### config.mk
export PLATFORM = sky130hd
export DESIGN_NAME = count_sequencer_flat
export DESIGN_NICKNAME = d
export VERILOG_FILES = /design/src/rtl/count_seq_pkg.sv /design/src/rtl/count_sequencer_if.sv /design/src/rtl/count_sequencer.sv /design/src/flat_wrapper.sv
export SDC_FILE = /design/constraint.sdc
export NUM_CORES = 1
export LEC_CHECK = 0
export BUFFER_PORTS_ARGS = -buffer_cell sky130_fd_sc_hd__buf_2
export CAP_MARGIN = 20
export CORE_ASPECT_RATIO = 1.5
export CORE_MARGIN = 2
export CORE_UTILIZATION = 40
export CTS_CLUSTER_DIAMETER = 60
export DETAILED_ROUTE_END_ITERATION = 16
export GPL_ROUTABILITY_DRIVEN = 0
export PLACE_DENSITY = 0.61
export SYNTH_ARGS = -nofsm -noshare
export SYNTH_HDL_FRONTEND = slang
export SYNTH_SLANG_ARGS = --single-unit
### constraint.sdc
create_clock -name clk -period 2 [get_ports clk]
set_input_delay 0.3 -clock clk [delete_from_list [all_inputs] [get_ports clk]]
set_output_delay 0.3 -clock clk [all_outputs]
set_load 0.02 [all_outputs]
### src/rtl/count_seq_pkg.sv
// ============================================================================
// Module      : count_seq_pkg
// Description : Shared opcodes, FSM states and default widths for the
//               count_sequencer command controller.
// Revision    : 1.0 - initial release
// ============================================================================
`default_nettype none

package count_seq_pkg;

  localparam int COUNT_W = 5;
  localparam int STEP_W  = 8;

  typedef enum logic [1:0] {
    OP_NOP  = 2'b00,
    OP_LOAD = 2'b01,
    OP_RUN  = 2'b10,
    OP_RSVD = 2'b11
  } cmd_op_e;

  typedef enum logic [1:0] {
    ST_IDLE = 2'b00,
    ST_LOAD = 2'b01,
    ST_RUN  = 2'b10,
    ST_DONE = 2'b11
  } seq_state_e;

endpackage

`default_nettype wire

### src/rtl/count_sequencer_if.sv
// ============================================================================
// Module      : count_sequencer_if
// Description : Command handshake plus counter-drive bundle between a command
//               source (master) and the count_sequencer (slave).
//               COUNT_SEQ_WRAP_FLAG_EN adds the wrap flag.
// Revision    : 1.0 - initial release
// ============================================================================
`default_nettype none

interface count_sequencer_if #(
  parameter int WIDTH  = count_seq_pkg::COUNT_W,
  parameter int STEP_W = count_seq_pkg::STEP_W
);

  logic                  cmd_valid;
  logic                  cmd_ready;
  count_seq_pkg::cmd_op_e cmd_op;
  logic [STEP_W-1:0]     cmd_arg;
  logic                  abort;
  logic [WIDTH-1:0]      data;
  logic                  load;
  logic                  enable;
  logic                  busy;
  logic                  done;
  logic [WIDTH-1:0]      shadow;
`ifdef COUNT_SEQ_WRAP_FLAG_EN
  logic                  wrap;
`endif

  modport master (
    output cmd_valid, cmd_op, cmd_arg, abort,
`ifdef COUNT_SEQ_WRAP_FLAG_EN
    input  wrap,
`endif
    input  cmd_ready, data, load, enable, busy, done, shadow
  );

  modport slave (
    input  cmd_valid, cmd_op, cmd_arg, abort,
`ifdef COUNT_SEQ_WRAP_FLAG_EN
    output wrap,
`endif
    output cmd_ready, data, load, enable, busy, done, shadow
  );

endinterface

`default_nettype wire

### src/rtl/count_sequencer.sv
// ============================================================================
// Module      : count_sequencer
// Description : Drives data/load/enable of a loadable up-counter from LOAD and
//               RUN commands, tracking the expected count in a shadow register.
//               Optional COUNT_SEQ_WRAP_FLAG_EN adds a registered wrap pulse.
// Revision    : 1.0 - initial release
// ============================================================================
`default_nettype none

module count_sequencer #(
  parameter int WIDTH  = count_seq_pkg::COUNT_W,
  parameter int STEP_W = count_seq_pkg::STEP_W
) (
  input wire logic          clk,
  input wire logic          rst,
  count_sequencer_if.slave  cmd_if
);

  import count_seq_pkg::*;

  seq_state_e        state_q,  state_d;
  logic [WIDTH-1:0]  data_q,   data_d;
  logic [WIDTH-1:0]  shadow_q, shadow_d;
  logic [STEP_W-1:0] step_q,   step_d;
  logic              load_q,   load_d;
  logic              enable_q, enable_d;
  logic              done_q,   done_d;
  logic              accept_w;

  assign cmd_if.cmd_ready = (state_q == ST_IDLE) && !rst;
  assign accept_w         = cmd_if.cmd_valid && cmd_if.cmd_ready;

  always_ff @(posedge clk) begin
    if (rst) begin
      state_q  <= ST_IDLE;
      data_q   <= '0;
      shadow_q <= '0;
      step_q   <= '0;
      load_q   <= 1'b0;
      enable_q <= 1'b0;
      done_q   <= 1'b0;
    end else begin
      state_q  <= state_d;
      data_q   <= data_d;
      shadow_q <= shadow_d;
      step_q   <= step_d;
      load_q   <= load_d;
      enable_q <= enable_d;
      done_q   <= done_d;
    end
  end

  // Strobes are computed one cycle ahead so they leave the block registered.
  always_comb begin
    state_d  = state_q;
    data_d   = data_q;
    step_d   = step_q;
    load_d   = 1'b0;
    enable_d = 1'b0;
    done_d   = 1'b0;
    shadow_d = enable_q ? shadow_q + WIDTH'(1) : shadow_q;
    case (state_q)
      ST_IDLE: begin
        if (accept_w) begin
          case (cmd_if.cmd_op)
            OP_LOAD: begin
              state_d = ST_LOAD;
              load_d  = 1'b1;
              data_d  = cmd_if.cmd_arg[WIDTH-1:0];
            end
            OP_RUN: begin
              if (cmd_if.cmd_arg == '0) begin
                state_d = ST_DONE;
                done_d  = 1'b1;
              end else begin
                state_d  = ST_RUN;
                enable_d = 1'b1;
                step_d   = cmd_if.cmd_arg;
              end
            end
            default: state_d = ST_IDLE;
          endcase
        end
      end
      ST_LOAD: begin
        shadow_d = data_q;
        state_d  = ST_DONE;
        done_d   = 1'b1;
      end
      ST_RUN: begin
        step_d = step_q - STEP_W'(1);
        if (cmd_if.abort || (step_q == STEP_W'(1))) begin
          state_d = ST_DONE;
          done_d  = 1'b1;
        end else begin
          enable_d = 1'b1;
        end
      end
      ST_DONE: state_d = ST_IDLE;
      default: state_d = ST_IDLE;
    endcase
  end

`ifdef COUNT_SEQ_WRAP_FLAG_EN
  logic wrap_q;

  always_ff @(posedge clk) begin
    if (rst) begin
      wrap_q <= 1'b0;
    end else begin
      wrap_q <= enable_q && (shadow_q == '1);
    end
  end

  assign cmd_if.wrap = wrap_q;
`endif

  assign cmd_if.data   = data_q;
  assign cmd_if.load   = load_q;
  assign cmd_if.enable = enable_q;
  assign cmd_if.done   = done_q;
  assign cmd_if.shadow = shadow_q;
  assign cmd_if.busy   = (state_q != ST_IDLE);

endmodule

`default_nettype wire

### src/flat_wrapper.sv
// flat-port wrapper written by rule: the top's interface ports become plain ports
module count_sequencer_flat import count_seq_pkg::*;
#(
  parameter int WIDTH  = count_seq_pkg::COUNT_W,
  parameter int STEP_W = count_seq_pkg::STEP_W
)
  (clk, rst, cmd_if_cmd_valid, cmd_if_cmd_op, cmd_if_cmd_arg, cmd_if_abort, cmd_if_cmd_ready, cmd_if_data, cmd_if_load, cmd_if_enable, cmd_if_busy, cmd_if_done, cmd_if_shadow);
  count_sequencer_if #(.WIDTH(WIDTH), .STEP_W(STEP_W)) cmd_if_i ();
  input wire logic clk;
  input wire logic rst;
  input wire logic [$bits(cmd_if_i.cmd_valid)-1:0] cmd_if_cmd_valid;
  input wire logic [$bits(cmd_if_i.cmd_op)-1:0] cmd_if_cmd_op;
  input wire logic [$bits(cmd_if_i.cmd_arg)-1:0] cmd_if_cmd_arg;
  input wire logic [$bits(cmd_if_i.abort)-1:0] cmd_if_abort;
  output wire logic [$bits(cmd_if_i.cmd_ready)-1:0] cmd_if_cmd_ready;
  output wire logic [$bits(cmd_if_i.data)-1:0] cmd_if_data;
  output wire logic [$bits(cmd_if_i.load)-1:0] cmd_if_load;
  output wire logic [$bits(cmd_if_i.enable)-1:0] cmd_if_enable;
  output wire logic [$bits(cmd_if_i.busy)-1:0] cmd_if_busy;
  output wire logic [$bits(cmd_if_i.done)-1:0] cmd_if_done;
  output wire logic [$bits(cmd_if_i.shadow)-1:0] cmd_if_shadow;
  assign cmd_if_i.cmd_valid = cmd_if_cmd_valid;
  assign cmd_if_i.cmd_op = cmd_if_cmd_op;
  assign cmd_if_i.cmd_arg = cmd_if_cmd_arg;
  assign cmd_if_i.abort = cmd_if_abort;
  assign cmd_if_cmd_ready = cmd_if_i.cmd_ready;
  assign cmd_if_data = cmd_if_i.data;
  assign cmd_if_load = cmd_if_i.load;
  assign cmd_if_enable = cmd_if_i.enable;
  assign cmd_if_busy = cmd_if_i.busy;
  assign cmd_if_done = cmd_if_i.done;
  assign cmd_if_shadow = cmd_if_i.shadow;
  count_sequencer #(.WIDTH(WIDTH), .STEP_W(STEP_W)) u_core (.clk(clk), .rst(rst), .cmd_if(cmd_if_i));
endmodule
==> summary.txt, run 1 <==
Clock tree
  – Post_cts resized: 0
  – Sink Count: 23
  – CTS clk-pin slew, worst paths: 0.08 ns
  – CTS Buf Count: 3
  – Clk Latency, worst-skew pair: 0.26 ns
  – H-tree depth: 1
  – Post-CTS Setup Inserts: 0
  – Longest Clk Path Bufs: 2
  – Root Buffer: clkbuf_8
  – Post-CTS Hold Buffers: 0
  – CTS tree: yes

Timing
  – Slew Limit Fails: 0
  – Post-route setup slack: 0.291 ns
  – Max transition margin: 68.5%
  – Setup-failing EPs final: 0
  – Final hold vios: 0
  – Clock period minus worst slack: 1.71 ns
  – Hold_ws: 0.313 ns
  – Crit share post-route: 85.5%
  – Clock skew: 0.00508 ns
  – Setup_tns: 0 ns
  – Least-Margin Pin Slew: 0.468 ns
  – Unrepaired setup endpoints after global routing: no
  – Max Fclk: 585 MHz

Setup path
  – CP required: 2.16 ns
  – R2R Path Start: u_core.state_q[0]
  – Startpoint types: register
  – Worst-path fanout max: 10
  – CP arrival: 1.87 ns
  – FF-to-FF setup slack: 0.29 ns
  – R2R depth: 6
  – CP Capture Type: register
  – RR Endpoint: u_core.step_q[2]
  – Setup CP Type: reg2reg

Power
  – Power Dens Cells: 1080 mW/mm^2
  – Leakage power: 0.757 nW
  – Total power: 1.81 mW
  – Peak supply drop: 0.000485 V

Floorplanning
  – Initial Util: 42.0%
  – DIE AREA: 0.00413 mm^2
  – Die outline height: 77.7 um
  – Core Footprint: 0.00345 mm^2
  – # IOs: 29
  – DIE WIDTH: 53.1 um
  – Site row count: 26

Logic synthesis
  – Post-synth EDFFs: 0
  – Simple logic cell fraction of the synthesized area: 21.9%
  – Post-Synth XOR/XNOR Area: 2.42%
  – Syn nets: 187
  – Yosys top cell area share: 31.8%
  – Adder-cell share of the synthesized area: 9.51%
  – Sequential share of the synthesized area: 31.8%
  – Number of synthesized register bits: 23
  – FFs w/ async S/R, synth: 0%
  – Largest family of logic cells by synthesized area: simple AND/OR/NAND/NOR gates
  – Synth Instances: 162
  – Most used flip-flop cell after synthesis: dfxtp_1
  – Top cells by area, synth: dfxtp_1 32%, ha_1 9.5%, mux2i_1 6.9%, nor2_1 5.7%, a21oi_1 3.1%
  – Area leader, netlist: dfxtp_1
  – Mapped cell area: 0.00145 mm^2
  – Post-synthesis compound-gate area fraction: 20.9%
  – Post-synth cell types: 50
  – YS warnings: 0
  – Average size of a mapped cell: 8.94 um^2
  – Mux contribution to synthesized area: 6.91%

Drt
  – M1 wire length: 1460 um
  – Top Layer Used: met4
  – Via-per-instance ratio: 5.52
  – WL/cell: 14.8 um
  – Metal2 WL: 1810 um
  – Via count: 1,285
  – ANT nets after route: 0
  – Final WL: 3440 um
  – DR iter-0 viols: 30
  – DRC viols: 0
  – WL met3: 132 um
  – Pre-Repair DR Iteration Count: 4

Global route
  – Largest net degree at the start of global routing: 30
  – Global-route wire length before repair: 5690 um
  – Vias in the first global route: 1,264
  – Initial antenna violation count: 0
  – GRT Overall Usage: 17.6%
  – Overflow after GRT: 0

Layout
  – Final Instance Area: 0.00168 mm^2
  – Final core utilization: 48.7%
  – Most frequent cells in the layout: 28 x buf_2, 23 x dfxtp_1, 22 x nor2_1
  – Antenna diodes: 0
  – Area delta synth->final: 16.1%
  – Layout cell share with drive strength beyond 1: 26.7%
  – Layout Nets: 217
  – Non-filler instance count after layout: 233
  – FILL cells: 360
  – Commonest non-fill, non-tap cell in the layout: buf_2

Worst hold path
  – Hold path cells: 3
  – Min-delay worst type: in2reg
  – Hold endpoint: u_core.cmd_if.data[1]
  – Hold_sp: cmd_if_cmd_arg[1]

Run status
  – Outcome: complete, no violations

Placed design
  – Post-DP Area: 0.00164 mm^2
  – Post-DP HPWL: 2570 um
  – Pre-CTS setup slack: 0.274 ns
  – Placed cell count: 229
  – I/O Buffers: 28

Job
  – Max Cap Viol: 0
-- power breakdown --
group          total, mW  leakage [nW]  switching [mW]  internal [mW]
Sequential         0.610         0.187          0.0825          0.527
Clock              0.290        0.0228           0.148          0.142
Combinational      0.912         0.548           0.539          0.372
Total               1.81         0.757           0.770           1.04
-- metal layers --
layer / global-route usage [%] / up-vias
met4: 5.13 / 0
met2: 31.0 / 31
li1: - / 641
met3: 3.46 / 4
met1: 20.9 / 609
met5: 0 / -
-- synth_stat cells, types with 2 or more instances --
master / instances
ha_1: 11
inv_1: 10
nand2b_1: 6
nor2_1: 22
a22oi_1: 2
a21oi_2: 2
dfxtp_1: 23
xnor2_1: 4
mux2i_1: 10
o32ai_1: 5
buf_4: 2
nor3_1: 3
nor2b_1: 3
clkbuf_1: 5
nand2_1: 4
or4_4: 2
nand3b_1: 2
nand3_1: 3
nand4_1: 3
a21oi_1: 9
inv_2: 2
-- cell families after synthesis --
group                      count (synthesis)
muxes                                     10
and+or+nand+nor                           56
DFF                                       23
AOI/OAI and AO/OA                         37
buffers and inverters                     21
xor gates and xnor gates                   4
adders and majority gates                 11
-- cell type report --
class | count | area [um^2] | share of cell area [%]
multi-input cells | 118 | 892 | 53.1
well taps | 42 | 52.6 | 3.13
clock buffers | 4 | 45.0 | 2.68
flip-flops and latches | 23 | 460 | 27.4
repair buffers | 34 | 185 | 11.0
inverters | 12 | 45.0 | 2.68
-- registers in the layout, summed over array words and instances, names as in the netlist --
signal,count
u_core.cmd_if.shadow,5
u_core.state_q,2
u_core.cmd_if.enable,1
u_core.cmd_if.data,5
u_core.cmd_if.done,1
u_core.step_q,8
u_core.cmd_if.load,1
-- worst max-delay path, stage by stage (launching register included) --
cell     delay (ns)
dfxtp_1        0.36
inv_1          0.10
ha_1           0.26
inv_1          0.21
nand2_8        0.11
and2_1         0.26
o32ai_1        0.31
-- worst max path at each step --
stage,slack [ns],endpoint,start
floorplan,0.28,u_core.cmd_if.data[0],u_core.state_q[0]
global placement,0.27,u_core.step_q[4],cmd_if_cmd_arg[3]
detailed placement,0.27,u_core.step_q[6],cmd_if_cmd_arg[3]
CTS,0.28,u_core.step_q[2],u_core.state_q[0]
global route,0.16,u_core.step_q[2],u_core.state_q[0]
finish,0.29,u_core.step_q[2],u_core.state_q[0]
Power figures use the tool's default switching activity.
==> run 2: changes to the inputs <==
--- a/config.mk
+++ b/config.mk
@@ -14,6 +14,7 @@
 export DETAILED_ROUTE_END_ITERATION = 16
 export GPL_ROUTABILITY_DRIVEN = 0
 export PLACE_DENSITY = 0.61
+export REMOVE_ABC_BUFFERS = 1
 export SYNTH_ARGS = -nofsm -noshare
 export SYNTH_HDL_FRONTEND = slang
 export SYNTH_SLANG_ARGS = --single-unit
==> summary.txt, run 2 (synthesis gave the netlist of run 1 again) <==
Timing
  – Final hold vios: 0 (unchanged)
  – Crit share post-route: 92.1% (was 85.5%)
  – Slew Limit Fails: 0 (unchanged)
  – Unrepaired setup endpoints after global routing: no (unchanged)
  – Max Fclk: 543 MHz (was 585 MHz)
  – Max transition margin: 56.5% (was 68.5%)
  – Setup_tns: 0 ns (unchanged)
  – Hold_ws: 0.287 ns (was 0.313 ns)
  – Setup-failing EPs final: 0 (unchanged)
  – Clock skew: 0.00288 ns (was 0.00508 ns)
  – Clock period minus worst slack: 1.84 ns (was 1.71 ns)
  – Least-Margin Pin Slew: 0.646 ns (was 0.468 ns)

Worst hold path
  – Min-delay worst type: in2reg (unchanged)

Setup path
  – Startpoint types: register (unchanged)
  – Buf/Inv on CP: 2 (unchanged)
  – Setup CP Type: reg2reg (unchanged)
  – Worst-path fanout max: 7 (was 10)
  – CP Capture Type: register (unchanged)
  – Slowest cell on the critical path: a221o_2 (was dfxtp_1)
  – CP required: 2.20 ns (was 2.16 ns)
  – Crit-path cells: inv_1, ha_1, and4b_1, o21ai_2, buf_4, a221o_2, a21oi_2 (was inv_1, ha_1, inv_1, nand2_8, and2_1, o32ai_1)
  – CP arrival: 2.05 ns (was 1.87 ns)
  – CP top delay family: compound AO/OA/AOI/OAI gates (was simple AND/OR/NAND/NOR gates)
  – Max incr delay on CP: 0.35 ns (was 0.36 ns)

Floorplanning
  – # IOs: 29 (unchanged)
  – DIE WIDTH: 53.1 um (unchanged)
  – Initial Util: 42.0% (unchanged)
  – DIE AREA: 0.00413 mm^2 (unchanged)
  – Site row count: 26 (unchanged)
  – Core Footprint: 0.00345 mm^2 (unchanged)
  – Die outline height: 77.7 um (unchanged)

Placed design
  – Post-DP HPWL: 2860 um (was 2570 um)
  – Post-DP Area: 0.00164 mm^2 (unchanged)
  – I/O Buffers: 28 (unchanged)
  – Placed cell count: 229 (unchanged)

Drt
  – WL/cell: 15.4 um (was 14.8 um)
  – Pre-Repair DR Iteration Count: 4 (unchanged)
  – DR iter-0 viols: 45 (was 30)
  – Via-per-instance ratio: 5.62 (was 5.52)
  – Via count: 1,310 (was 1,285)
  – DRC viols: 0 (unchanged)
  – Final WL: 3580 um (was 3440 um)
  – ANT nets after route: 0 (unchanged)

Power
  – Peak supply drop: 0.000539 V (was 0.000485 V)
  – Leakage power: 0.760 nW (was 0.757 nW)
  – Total power: 1.84 mW (was 1.81 mW)
  – Power Dens Cells: 1090 mW/mm^2 (was 1080 mW/mm^2)

Layout
  – Antenna diodes: 0 (unchanged)
  – Layout cell share with drive strength beyond 1: 27.2% (was 26.7%)
  – Area delta synth->final: 16.2% (was 16.1%)
  – Non-filler instance count after layout: 233 (unchanged)
  – Most frequent cells in the layout: 28 x buf_2, 23 x dfxtp_1, 22 x nor2_1 (unchanged)
  – Commonest non-fill, non-tap cell in the layout: buf_2 (unchanged)
  – Max reg flops: 8 (unchanged)
  – Final Instance Area: 0.00168 mm^2 (about the same)
  – Top reg by flops: u_core.step_q (unchanged)
  – Layout Nets: 217 (unchanged)

Clock tree
  – Post-CTS Setup Inserts: 0 (unchanged)
  – H-tree depth: 1 (unchanged)
  – CTS Buf Count: 3 (unchanged)
  – CTS tree: yes (unchanged)
  – Sink Count: 23 (unchanged)
  – Post-CTS Hold Buffers: 0 (unchanged)
  – Clk Latency, worst-skew pair: 0.26 ns (about the same)
  – Longest Clk Path Bufs: 2 (unchanged)
  – Root Buffer: clkbuf_8 (unchanged)
  – Post_cts resized: 0 (unchanged)
  – CTS clk-pin slew, worst paths: 0.08 ns (about the same)

Global route
  – Overflow after GRT: 0 (unchanged)
  – Global-route wire length before repair: 5860 um (was 5690 um)
  – Largest net degree at the start of global routing: 26 (was 30)
  – Initial antenna violation count: 0 (unchanged)
  – GRT Overall Usage: 18.9% (was 17.6%)
  – Vias in the first global route: 1,327 (was 1,264)

Job
  – Max Cap Viol: 0 (unchanged)

Run status
  – Outcome: complete, no violations (unchanged)
[run 2: routing by layer]
metal / part of all wire [%] / track usage, %
met1: 39 / 19.7
met4: 1.8 / 8.21
met3: 4.5 / 3.08
met2: 55 / 35.0
met5: 0 / 0
[run 2: final timing paths]
path	to	from	cells past startpoint	slack [ns]
setup / recovery	u_core.step_q[1]	u_core.state_q[1]	7	0.16
hold reg to reg	u_core.step_q[5]	u_core.step_q[5]	2	0.51
hold / removal	u_core.state_q[1]	rst	2	0.29
setup reg to reg	u_core.step_q[1]	u_core.state_q[1]	7	0.16
[run 2: layout make-up]
type | instances | area [um^2]
clock buffer | 3 | 41.3
clock inverter | 1 | 5.00
fill | 347 | 1770
inverter | 12 | 45.0
multi-input combinational | 118 | 892
sequential | 23 | 460
tap | 42 | 52.6
timing repair buffer | 34 | 185
[run 2: stage by stage]
| stage | utilization (%) | worst slack, ns |
|---|---|---|
| floorplan | - | 0.175 |
| global placement | 47.4 | 0.235 |
| finish | 48.8 | 0.159 |
| global route | 48.8 | 0.0984 |
| CTS | 48.8 | 0.174 |
| detailed placement | 47.4 | 0.204 |
[run 2: power by group]
part | internal [mW] | switching, mW
logic | 0.389 | 0.552
registers | 0.527 | 0.0843
clock network | 0.139 | 0.147
total | 1.06 | 0.784
==> run 3: changes to the inputs <==
--- a/config.mk
+++ b/config.mk
@@ -9,11 +9,12 @@
 export CAP_MARGIN = 20
 export CORE_ASPECT_RATIO = 1.5
 export CORE_MARGIN = 2
-export CORE_UTILIZATION = 40
+export CORE_UTILIZATION = 30
 export CTS_CLUSTER_DIAMETER = 60
+export CTS_CLUSTER_SIZE = 16
 export DETAILED_ROUTE_END_ITERATION = 16
 export GPL_ROUTABILITY_DRIVEN = 0
-export PLACE_DENSITY = 0.61
+export PLACE_DENSITY = 0.49
 export REMOVE_ABC_BUFFERS = 1
 export SYNTH_ARGS = -nofsm -noshare
 export SYNTH_HDL_FRONTEND = slang
==> summary.txt, run 3 (synthesis gave the netlist of run 1 again) <==
Layout
  – Most frequent cells in the layout: 28 x buf_2, 23 x dfxtp_1, 22 x nor2_1 (unchanged)
  – Final Instance Area: 0.00171 mm^2 (was 0.00168 mm^2)
  – Max reg flops: 8 (unchanged)
  – Commonest non-fill, non-tap cell in the layout: buf_2 (unchanged)
  – Antenna diodes: 0 (unchanged)
  – Top reg by flops: u_core.step_q (unchanged)
  – FILL cells: 533 (was 347)
  – Layout Nets: 217 (unchanged)
  – Non-filler instance count after layout: 257 (was 233)
  – Area delta synth->final: 18.2% (was 16.2%)
  – Layout cell share with drive strength beyond 1: 27.2% (unchanged)

Power
  – Leakage power: 0.761 nW (was 0.760 nW)
  – Peak supply drop: 0.000303 V (was 0.000539 V)
  – Power Dens Cells: 1080 mW/mm^2 (was 1090 mW/mm^2)

Global route
  – Overflow after GRT: 0 (unchanged)
  – Gr busiest metal: met2 (unchanged)
  – Met2 Use GR: 24.5% (was 35.0%)
  – Largest net degree at the start of global routing: 17 (was 26)
  – Vias in the first global route: 1,222 (was 1,327)
  – Global Route met3 Usage: 2.17% (was 3.08%)
  – GRT Overall Usage: 14.0% (was 18.9%)
  – Global-route wire length before repair: 5750 um (was 5860 um)
  – Met1 Usage GRT: 15.7% (was 19.7%)
  – Initial antenna violation count: 0 (unchanged)

Setup path
  – R2R Path Start: u_core.state_q[0] (was u_core.state_q[1])
  – Worst-path fanout max: 7 (unchanged)
  – R2R depth: 7 (unchanged)
  – Startpoint types: register (unchanged)
  – FF-to-FF setup slack: 0.24 ns (was 0.16 ns)
  – Setup CP Type: reg2reg (unchanged)
  – CP Capture Type: register (unchanged)
  – CP required: 2.21 ns (was 2.20 ns)
  – RR Endpoint: u_core.step_q[1] (unchanged)
  – CP arrival: 1.97 ns (was 2.05 ns)

Timing
  – Clock period minus worst slack: 1.76 ns (was 1.84 ns)
  – Setup-failing EPs final: 0 (unchanged)
  – Max Fclk: 567 MHz (was 543 MHz)
  – Final hold vios: 0 (unchanged)
  – Unrepaired setup endpoints after global routing: no (unchanged)
  – Max transition margin: 66.8% (was 56.5%)
  – Crit share post-route: 88.2% (was 92.1%)
  – Setup_tns: 0 ns (unchanged)
  – Least-Margin Pin Slew: 0.493 ns (was 0.646 ns)
  – Slew Limit Fails: 0 (unchanged)
  – Clock skew: 0.00576 ns (was 0.00288 ns)

Worst hold path
  – Hold_sp: cmd_if_cmd_arg[3] (was rst)
  – Hold path cells: 3 (was 2)
  – Hold endpoint: u_core.cmd_if.data[3] (was u_core.state_q[1])
  – Min-delay worst type: in2reg (unchanged)

Clock tree
  – Post-CTS Hold Buffers: 0 (unchanged)
  – H-tree depth: 1 (unchanged)
  – Post-CTS Setup Inserts: 0 (unchanged)
  – Post_cts resized: 0 (unchanged)
  – Longest Clk Path Bufs: 2 (unchanged)
  – Sink Count: 23 (unchanged)
  – Root Buffer: clkbuf_8 (unchanged)
  – Clk Latency, worst-skew pair: 0.26 ns (about the same)
  – CTS Buf Count: 3 (unchanged)
  – CTS tree: yes (unchanged)
  – CTS clk-pin slew, worst paths: 0.09 ns (was 0.08 ns)

Drt
  – Pre-Repair DR Iteration Count: 4 (unchanged)
  – Via count: 1,284 (was 1,310)
  – Final WL: 3570 um (was 3580 um)
  – DR iter-0 viols: 32 (was 45)
  – Via-per-instance ratio: 5.00 (was 5.62)
  – WL/cell: 13.9 um (was 15.4 um)
  – DRC viols: 0 (unchanged)
  – ANT nets after route: 0 (unchanged)

Floorplanning
  – # IOs: 29 (unchanged)
  – Core Footprint: 0.00473 mm^2 (was 0.00345 mm^2)
  – DIE WIDTH: 60.7 um (was 53.1 um)
  – DIE AREA: 0.00541 mm^2 (was 0.00413 mm^2)
  – Die outline height: 89.1 um (was 77.7 um)
  – Initial Util: 30.6% (was 42.0%)
  – Site row count: 31 (was 26)

Run status
  – Outcome: complete, no violations (unchanged)

Placed design
  – I/O Buffers: 28 (unchanged)
  – Placed cell count: 253 (was 229)
  – Post-DP Area: 0.00167 mm^2 (was 0.00164 mm^2)
  – Post-DP HPWL: 2840 um (was 2860 um)

Job
  – Max Cap Viol: 0 (unchanged)
## run 3: critical path, stage by stage (launching register included)
cell and delay [ns]:
dfxtp_1 0.33, inv_1 0.12, ha_1 0.25, and4b_1 0.25
o21ai_2 0.10, buf_4 0.18, a221o_2 0.34, a21oi_2 0.13
## run 3: where the power goes
| part | total [mW] | switching (mW) | internal, mW | leakage [nW] |
|---|---|---|---|---|
| sequential | 0.610 | 0.0830 | 0.527 | 0.187 |
| combinational | 0.939 | 0.558 | 0.381 | 0.549 |
| clock | 0.293 | 0.154 | 0.139 | 0.0255 |
| total | 1.84 | 0.795 | 1.05 | 0.761 |
## run 3: cell type report
cell class	instances	area, um^2	area share (%)
flip-flops and latches	23	460	26.9
well taps	66	82.6	4.82
multi-input cells	118	892	52.1
inverters	12	45.0	2.63
clock buffers	3	41.3	2.41
clock inverters	1	5.00	0.292
repair buffers	34	185	10.8
## run 3: worst max-delay path by stage
stage | endpoint | cells after the start | start | slack, ns
2_1_floorplan | u_core.state_q[1] | 6 | u_core.state_q[0] | 0.17
3_3_place_gp | u_core.step_q[5] | 5 | cmd_if_cmd_arg[3] | 0.19
3_5_place_dp | u_core.step_q[6] | 5 | cmd_if_cmd_arg[3] | 0.18
4_1_cts | u_core.step_q[1] | 7 | u_core.state_q[0] | 0.23
5_1_grt | u_core.state_q[1] | 5 | u_core.step_q[2] | 0.08
6_report | u_core.step_q[1] | 7 | u_core.state_q[0] | 0.24
## run 3: routing by layer
| metal | share of wire, % | vias up |
|---|---|---|
| met2 | 52 | 32 |
| met1 | 41 | 601 |
| met3 | 3.5 | 10 |
| met5 | 0 | - |
| li1 | - | 641 |
| met4 | 3.1 | 0 |
## run 3: per-stage QoR
stage | worst slack (ns) | hold slack (ns) | power (mW) | util (%)
floorplan | 0.175 | 0.362 | 1.28 | -
global placement | 0.186 | 0.486 | 1.54 | 35.2
detailed placement | 0.178 | 0.497 | 1.55 | 35.2
CTS | 0.230 | 0.290 | 1.86 | 36.2
global route | 0.0849 | 0.306 | 1.98 | 36.2
finish | 0.236 | 0.296 | 1.84 | 36.2
